### src/rtl/fetch_pkg.sv
// Shared types and constants for the instruction-fetch controller.
package fetch_pkg;
   typedef enum logic [1:0] {FETCH, WAIT, HALTED} fetch_state_t;
   localparam int PC_INC        = 2;
   localparam int DEF_BUF_DEPTH = 2;
   localparam int DEF_PC_W      = 16;
   localparam int DEF_INST_W    = 16;
endpackage

### src/rtl/fetch_buf.sv
// Synchronous FIFO holding fetched {pc, instruction} pairs; flush wins over push.
module fetch_buf #(
   parameter int DEPTH = 2,
   parameter int W     = 32,
   localparam int AW   = $clog2(DEPTH),
   localparam int CW   = AW + 1
) (
   input  logic          clk,
   input  logic          rst_n,
   input  logic          i_push,
   input  logic          i_pop,
   input  logic          i_flush,
   input  logic [W-1:0]  i_din,
   output logic [CW-1:0] o_count,
   output logic [W-1:0]  o_head
);
   logic [W-1:0]  r_mem [DEPTH];
   logic [AW-1:0] r_wp, r_rp;
   logic [CW-1:0] r_cnt;
   logic          w_pop, w_push;

   // Out-of-range requests are ignored so a misbehaving caller cannot corrupt pointers.
   assign w_pop  = i_pop && (r_cnt != '0);
   assign w_push = i_push && ((r_cnt != CW'(DEPTH)) || w_pop);

   always_ff @(posedge clk or negedge rst_n) begin
      if (!rst_n) begin
         r_wp  <= '0;
         r_rp  <= '0;
         r_cnt <= '0;
      end else if (i_flush) begin
         r_wp  <= '0;
         r_rp  <= '0;
         r_cnt <= '0;
      end else begin
         if (w_push) r_wp <= r_wp + 1'b1;
         if (w_pop)  r_rp <= r_rp + 1'b1;
         r_cnt <= r_cnt + CW'(w_push) - CW'(w_pop);
      end
   end

   always_ff @(posedge clk) begin
      if (w_push && !i_flush) r_mem[r_wp] <= i_din;
   end

   assign o_count = r_cnt;
   assign o_head  = r_mem[r_rp];
endmodule

### src/rtl/fetch_ctrl.sv
// Fetch controller around the pc register: one outstanding imem request, FIFO to decode.
// Optional misaligned-PC trap enabled by defining FETCH_ALIGN_CHK_EN.
module fetch_ctrl
   import fetch_pkg::*;
#(
   parameter int BUF_DEPTH = DEF_BUF_DEPTH,
   parameter int PC_W      = DEF_PC_W,
   parameter int INST_W    = DEF_INST_W
) (
   input  logic              clk,
   input  logic              rst_n,
   input  logic [PC_W-1:0]   pc_cur,
   output logic [PC_W-1:0]   pc_next,
   output logic              pc_hold,
   input  logic              redirect_vld,
   input  logic [PC_W-1:0]   redirect_pc,
   input  logic              halt,
   output logic              imem_req_vld,
   input  logic              imem_req_rdy,
   output logic [PC_W-1:0]   imem_req_addr,
   input  logic              imem_rsp_vld,
   input  logic [INST_W-1:0] imem_rsp_data,
   output logic              inst_vld,
   input  logic              inst_rdy,
   output logic [INST_W-1:0] inst_data,
   output logic [PC_W-1:0]   inst_pc,
   output logic              align_err
);
   localparam int CW = $clog2(BUF_DEPTH) + 1;

   fetch_state_t          r_state;
   logic [PC_W-1:0]       r_inflight_pc;
   logic                  r_drop;
   logic                  r_halt_pend;
   logic [CW-1:0]         w_count;
   logic [PC_W+INST_W-1:0] w_head;
   logic                  w_misalign, w_issue, w_accept, w_redir, w_push, w_pop;

`ifdef FETCH_ALIGN_CHK_EN
   logic r_align_err;
   assign w_misalign = pc_cur[0];
   assign align_err  = r_align_err;
`else
   assign w_misalign = 1'b0;
   assign align_err  = 1'b0;
`endif

   // Only FETCH issues, so the in-flight slot is already free whenever count is checked.
   assign w_issue  = (r_state == FETCH) && !halt && !w_misalign && (w_count != CW'(BUF_DEPTH));
   assign imem_req_vld  = rst_n && w_issue;
   assign imem_req_addr = pc_cur;
   assign w_accept = imem_req_vld && imem_req_rdy;
   assign w_redir  = rst_n && redirect_vld && (r_state != HALTED);

   assign pc_next = w_redir  ? redirect_pc :
                    w_accept ? pc_cur + PC_W'(PC_INC) : pc_cur;
   assign pc_hold = !(w_redir || w_accept);

   assign w_push   = (r_state == WAIT) && imem_rsp_vld && !r_drop && !w_redir;
   assign inst_vld = (w_count != '0);
   assign w_pop    = inst_vld && inst_rdy;

   fetch_buf #(.DEPTH(BUF_DEPTH), .W(PC_W + INST_W)) u_buf (
      .clk     (clk),
      .rst_n   (rst_n),
      .i_push  (w_push),
      .i_pop   (w_pop),
      .i_flush (w_redir),
      .i_din   ({r_inflight_pc, imem_rsp_data}),
      .o_count (w_count),
      .o_head  (w_head)
   );

   assign inst_pc   = w_head[PC_W+INST_W-1:INST_W];
   assign inst_data = w_head[INST_W-1:0];

   always_ff @(posedge clk or negedge rst_n) begin
      if (!rst_n) begin
         r_state       <= FETCH;
         r_inflight_pc <= '0;
         r_drop        <= 1'b0;
         r_halt_pend   <= 1'b0;
`ifdef FETCH_ALIGN_CHK_EN
         r_align_err   <= 1'b0;
`endif
      end else begin
         case (r_state)
            FETCH: begin
               if (w_misalign) begin
`ifdef FETCH_ALIGN_CHK_EN
                  r_align_err <= 1'b1;
`endif
                  r_state <= HALTED;
               end else if (halt) begin
                  r_state <= HALTED;
               end else if (w_accept) begin
                  r_inflight_pc <= pc_cur;
                  r_drop        <= w_redir;
                  r_state       <= WAIT;
               end
            end
            WAIT: begin
               if (imem_rsp_vld) begin
                  r_drop      <= 1'b0;
                  r_halt_pend <= 1'b0;
                  r_state     <= (halt || r_halt_pend) ? HALTED : FETCH;
               end else begin
                  if (halt)    r_halt_pend <= 1'b1;
                  if (w_redir) r_drop      <= 1'b1;
               end
            end
            default: r_state <= HALTED;
         endcase
      end
   end
endmodule

### config.mk
export PLATFORM = sky130hd
export DESIGN_NAME = fetch_ctrl
export DESIGN_NICKNAME = d
export VERILOG_FILES = /design/src/rtl/fetch_pkg.sv /design/src/rtl/fetch_buf.sv /design/src/rtl/fetch_ctrl.sv
export SDC_FILE = /design/constraint.sdc
export NUM_CORES = 1
export LEC_CHECK = 0
export ABC_AREA = 1
export CORE_ASPECT_RATIO = 1.5
export CORE_MARGIN = 2
export CORE_UTILIZATION = 43
export CTS_CLUSTER_DIAMETER = 200
export DETAILED_ROUTE_END_ITERATION = 8
export PLACE_DENSITY = 0.74
export SLEW_MARGIN = 20
export SYNTH_ARGS = -nofsm -noshare
export SYNTH_HDL_FRONTEND = slang
export SYNTH_SLANG_ARGS = --single-unit
### constraint.sdc
create_clock -name clk -period 4.4 [get_ports clk]
set_input_delay 0.88 -clock clk [delete_from_list [all_inputs] [get_ports clk]]
set_output_delay 0.88 -clock clk [all_outputs]
set_load 0.03 [all_outputs]
==> metrics.csv <==
metric,value,unit
status,finished clean,
Overflow after GRT,0,
period utilisation layout,93.0,%
Yosys reg bits,88,
Crit Path Category,input pin to output pin,
post-synthesis cell type count,30,
ANT nets after route,0,
Worst-Margin Slew,0.943,ns
CP Cell Sequence,clkdlybuf4s50_1 > ha_1 > inv_1 > nor2_1 > nand2_1 > inv_2 > nand3_1 > nand2_1 > nand3_1 > nand2_1 > clkdlybuf4s50_1,
hold_buf cts,0,
CP Launch Type,input pin,
Pleak,2.36,nW
wire length per cell,13.1,um
clk slew on worst S/H paths,0.05,ns
Mapped Cells,447,
"Top FF cell, synth",edfxtp_1,
core area,9310,um^2
"Slowest-stage cell, CP",clkdlybuf4s50_1,
Post-layout nets,610,
IO Pins,123,
Pre-Repair DR Iteration Count,5,
WP data arrival,3.21,ns
final setup violation count,0,
"Slew Viols, Final",0,
layout overhead on the synthesized area,35.4,%
"top cells by area, synth","edfxtp_1 46%, nand2_1 18%, dfrtp_1 15%, buf_4 3.4%, o21ai_0 2.5%",
Setup Skew,0.00469,ns
Ant. Diodes,0,
PwrDens,443,nW/um^2
RSZ-0062 raised after global routing,no,
first-pass GRT wire length,14.3,mm
DRC viols,0,
Fin. Hold Viols,0,
share of layout cells above drive strength 1,7.01,%
largest net degree at the start of global routing,33,
crit path buf inv count,4,
critical path required time,3.52,ns
fin crit period,4.09,ns
top-count cell post-synth,nand2_1,
area post-placement,5350,um^2
DR iter-0 viols,160,
Ys Warns,0,
async set-or-reset flop fraction in the synthesized netlist,27.3,%
die area,10400,um^2
Chip Height,124,um
clock latency on the worst-skew pair,0.33,ns
Root Buffer,clkbuf_16,
DP Wirelength,6.38,mm
Avg Vias per Cell,4.90,
Max transition margin,36.7,%
"most used cell, CP",nand2_1,
GR Util All Layers,17.4,%
DP Cell Count,653,
Top Family by Delay on Critical Path,buffers and inverters,
vias in the first global route,3223,
Final GP Congestion,0.850,
CTS Buf Count,9,
syn avg cell area,9.26,um^2
"area leader, netlist",edfxtp_1,
CTS Sinks,88,
H-Tree Depth,3,
FMAX,244,MHz
CP Capture Type,output pin,
CP peak stage delay,0.67,ns
Post-synth EDFFs,64,
Post-CTS Resized,0,
cell row count,43,
peak supply drop,300,uV
"Cell Count, Final, Fillers Out",668,
Final Cell Area,5600,um^2
Max Cap Viol,0,
commonest cells in the netlist,"195 x nand2_1, 64 x edfxtp_1, 24 x dfrtp_1, 24 x inv_1, 21 x o21ai_0",
sequential area share after synthesis,61.0,%
CP Max Fanout,6,
Die W,84.1,um
Synth Cell Area,4140,um^2
top cell type's share of synthesized area,46.4,%
initial antenna violation count,0,
Starting Density,44.5,%
Longest Clk Path Bufs,2,
syn nets,505,
port bufs,121,
worst min path class,register to register,
fillers,790,
Total Routed Length,8.78,mm
post-CTS setup buffers,0,
setup TNS,0,ns
CTS tree,yes,
routed vias,3270,
## through the flow
stage	utilization (%)	hold slack (ns)	power (mW)	setup slack, ns
2_1_floorplan	-	0.442	1.48	0.892
5_1_grt	60.2	0.494	2.62	0.107
3_3_place_gp	57.5	0.450	1.86	0.386
6_report	60.2	0.467	2.48	0.306
4_1_cts	60.2	0.470	2.52	0.328
3_5_place_dp	57.5	0.456	1.87	0.322
## per-layer routing
metal	up-vias	track usage, %	wire length [um]
li1	1647	-	-
met4	0	9.48	211
met5	-	0	0
met2	118	31.5	4610
met3	13	3.11	488
met1	1492	19.3	3470
## power breakdown
part,total (mW),switching [mW],internal [mW]
registers,0.934,0.0187,0.915
logic,0.905,0.552,0.353
clock network,0.645,0.270,0.376
total,2.48,0.841,1.64
## sequential cells by signal, summed over array words and instances, names as in the netlist
name	count
r_halt_pend	1
r_drop	1
u_buf.r_rp	1
r_inflight_pc	16
u_buf.o_count	2
u_buf.r_mem	64
u_buf.r_wp	1
r_state	2
## logic make-up after synthesis
family	synth area share [%]
adder cells (fa/ha/maj)	0.907
XOR/XNOR	0.635
AO/OA/AOI/OAI	4.54
buffers and inverters	8.04
AND/OR/NAND/NOR	24.8
flip-flops	61.0
other	0.0906
## worst paths after layout
path	start	to	slack, ns	cells past startpoint
max	pc_cur[2]	pc_next[13]	0.31	11
min	r_inflight_pc[9]$_DFFE_PN0P_	u_buf.r_mem[0][25]$_DFFE_PP_	0.47	0
max reg2reg	r_state[0]$_DFFE_PN0P_	u_buf.r_mem[1][19]$_DFFE_PP_	1.77	6
min reg2reg	r_inflight_pc[9]$_DFFE_PN0P_	u_buf.r_mem[0][25]$_DFFE_PP_	0.47	0
max in group asynchronous	rst_n	r_inflight_pc[6]$_DFFE_PN0P_	3.10	2
min in group asynchronous	rst_n	u_buf.o_count[1]$_DFF_PN0_	0.76	1
## worst reg2reg max path, delay by kind of cell (launching register included)
kind	cells	cell delay, ns
AO/OA/AOI/OAI	1	0.09
buffers and inverters	3	0.85
flip-flops	1	0.41
AND/OR/NAND/NOR	2	0.99
## placed cells by master (no fill, tap or decap), types with 9 or more instances in the layout
| cell type | n |
|---|---|
| dfrtp_1 | 24 |
| o21ai_0 | 21 |
| clkdlybuf4s50_1 | 118 |
| inv_1 | 24 |
| buf_4 | 9 |
| clkbuf_16 | 9 |
| nand4_1 | 9 |
| edfxtp_1 | 64 |
| nand3_1 | 20 |
| nand2_1 | 195 |
| nor2_1 | 19 |
## cell type report
| class | count | area (um^2) | area share (%) |
|---|---|---|---|
| tap | 112 | 140 | 2.50 |
| inverter | 30 | 113 | 2.01 |
| multi-input combinational | 295 | 1310 | 23.3 |
| sequential | 88 | 2520 | 45.0 |
| clock inverter | 4 | 22.5 | 0.402 |
| timing repair buffer | 128 | 1270 | 22.6 |
| clock buffer | 11 | 233 | 4.15 |
Power figures use the tool's default switching activity.
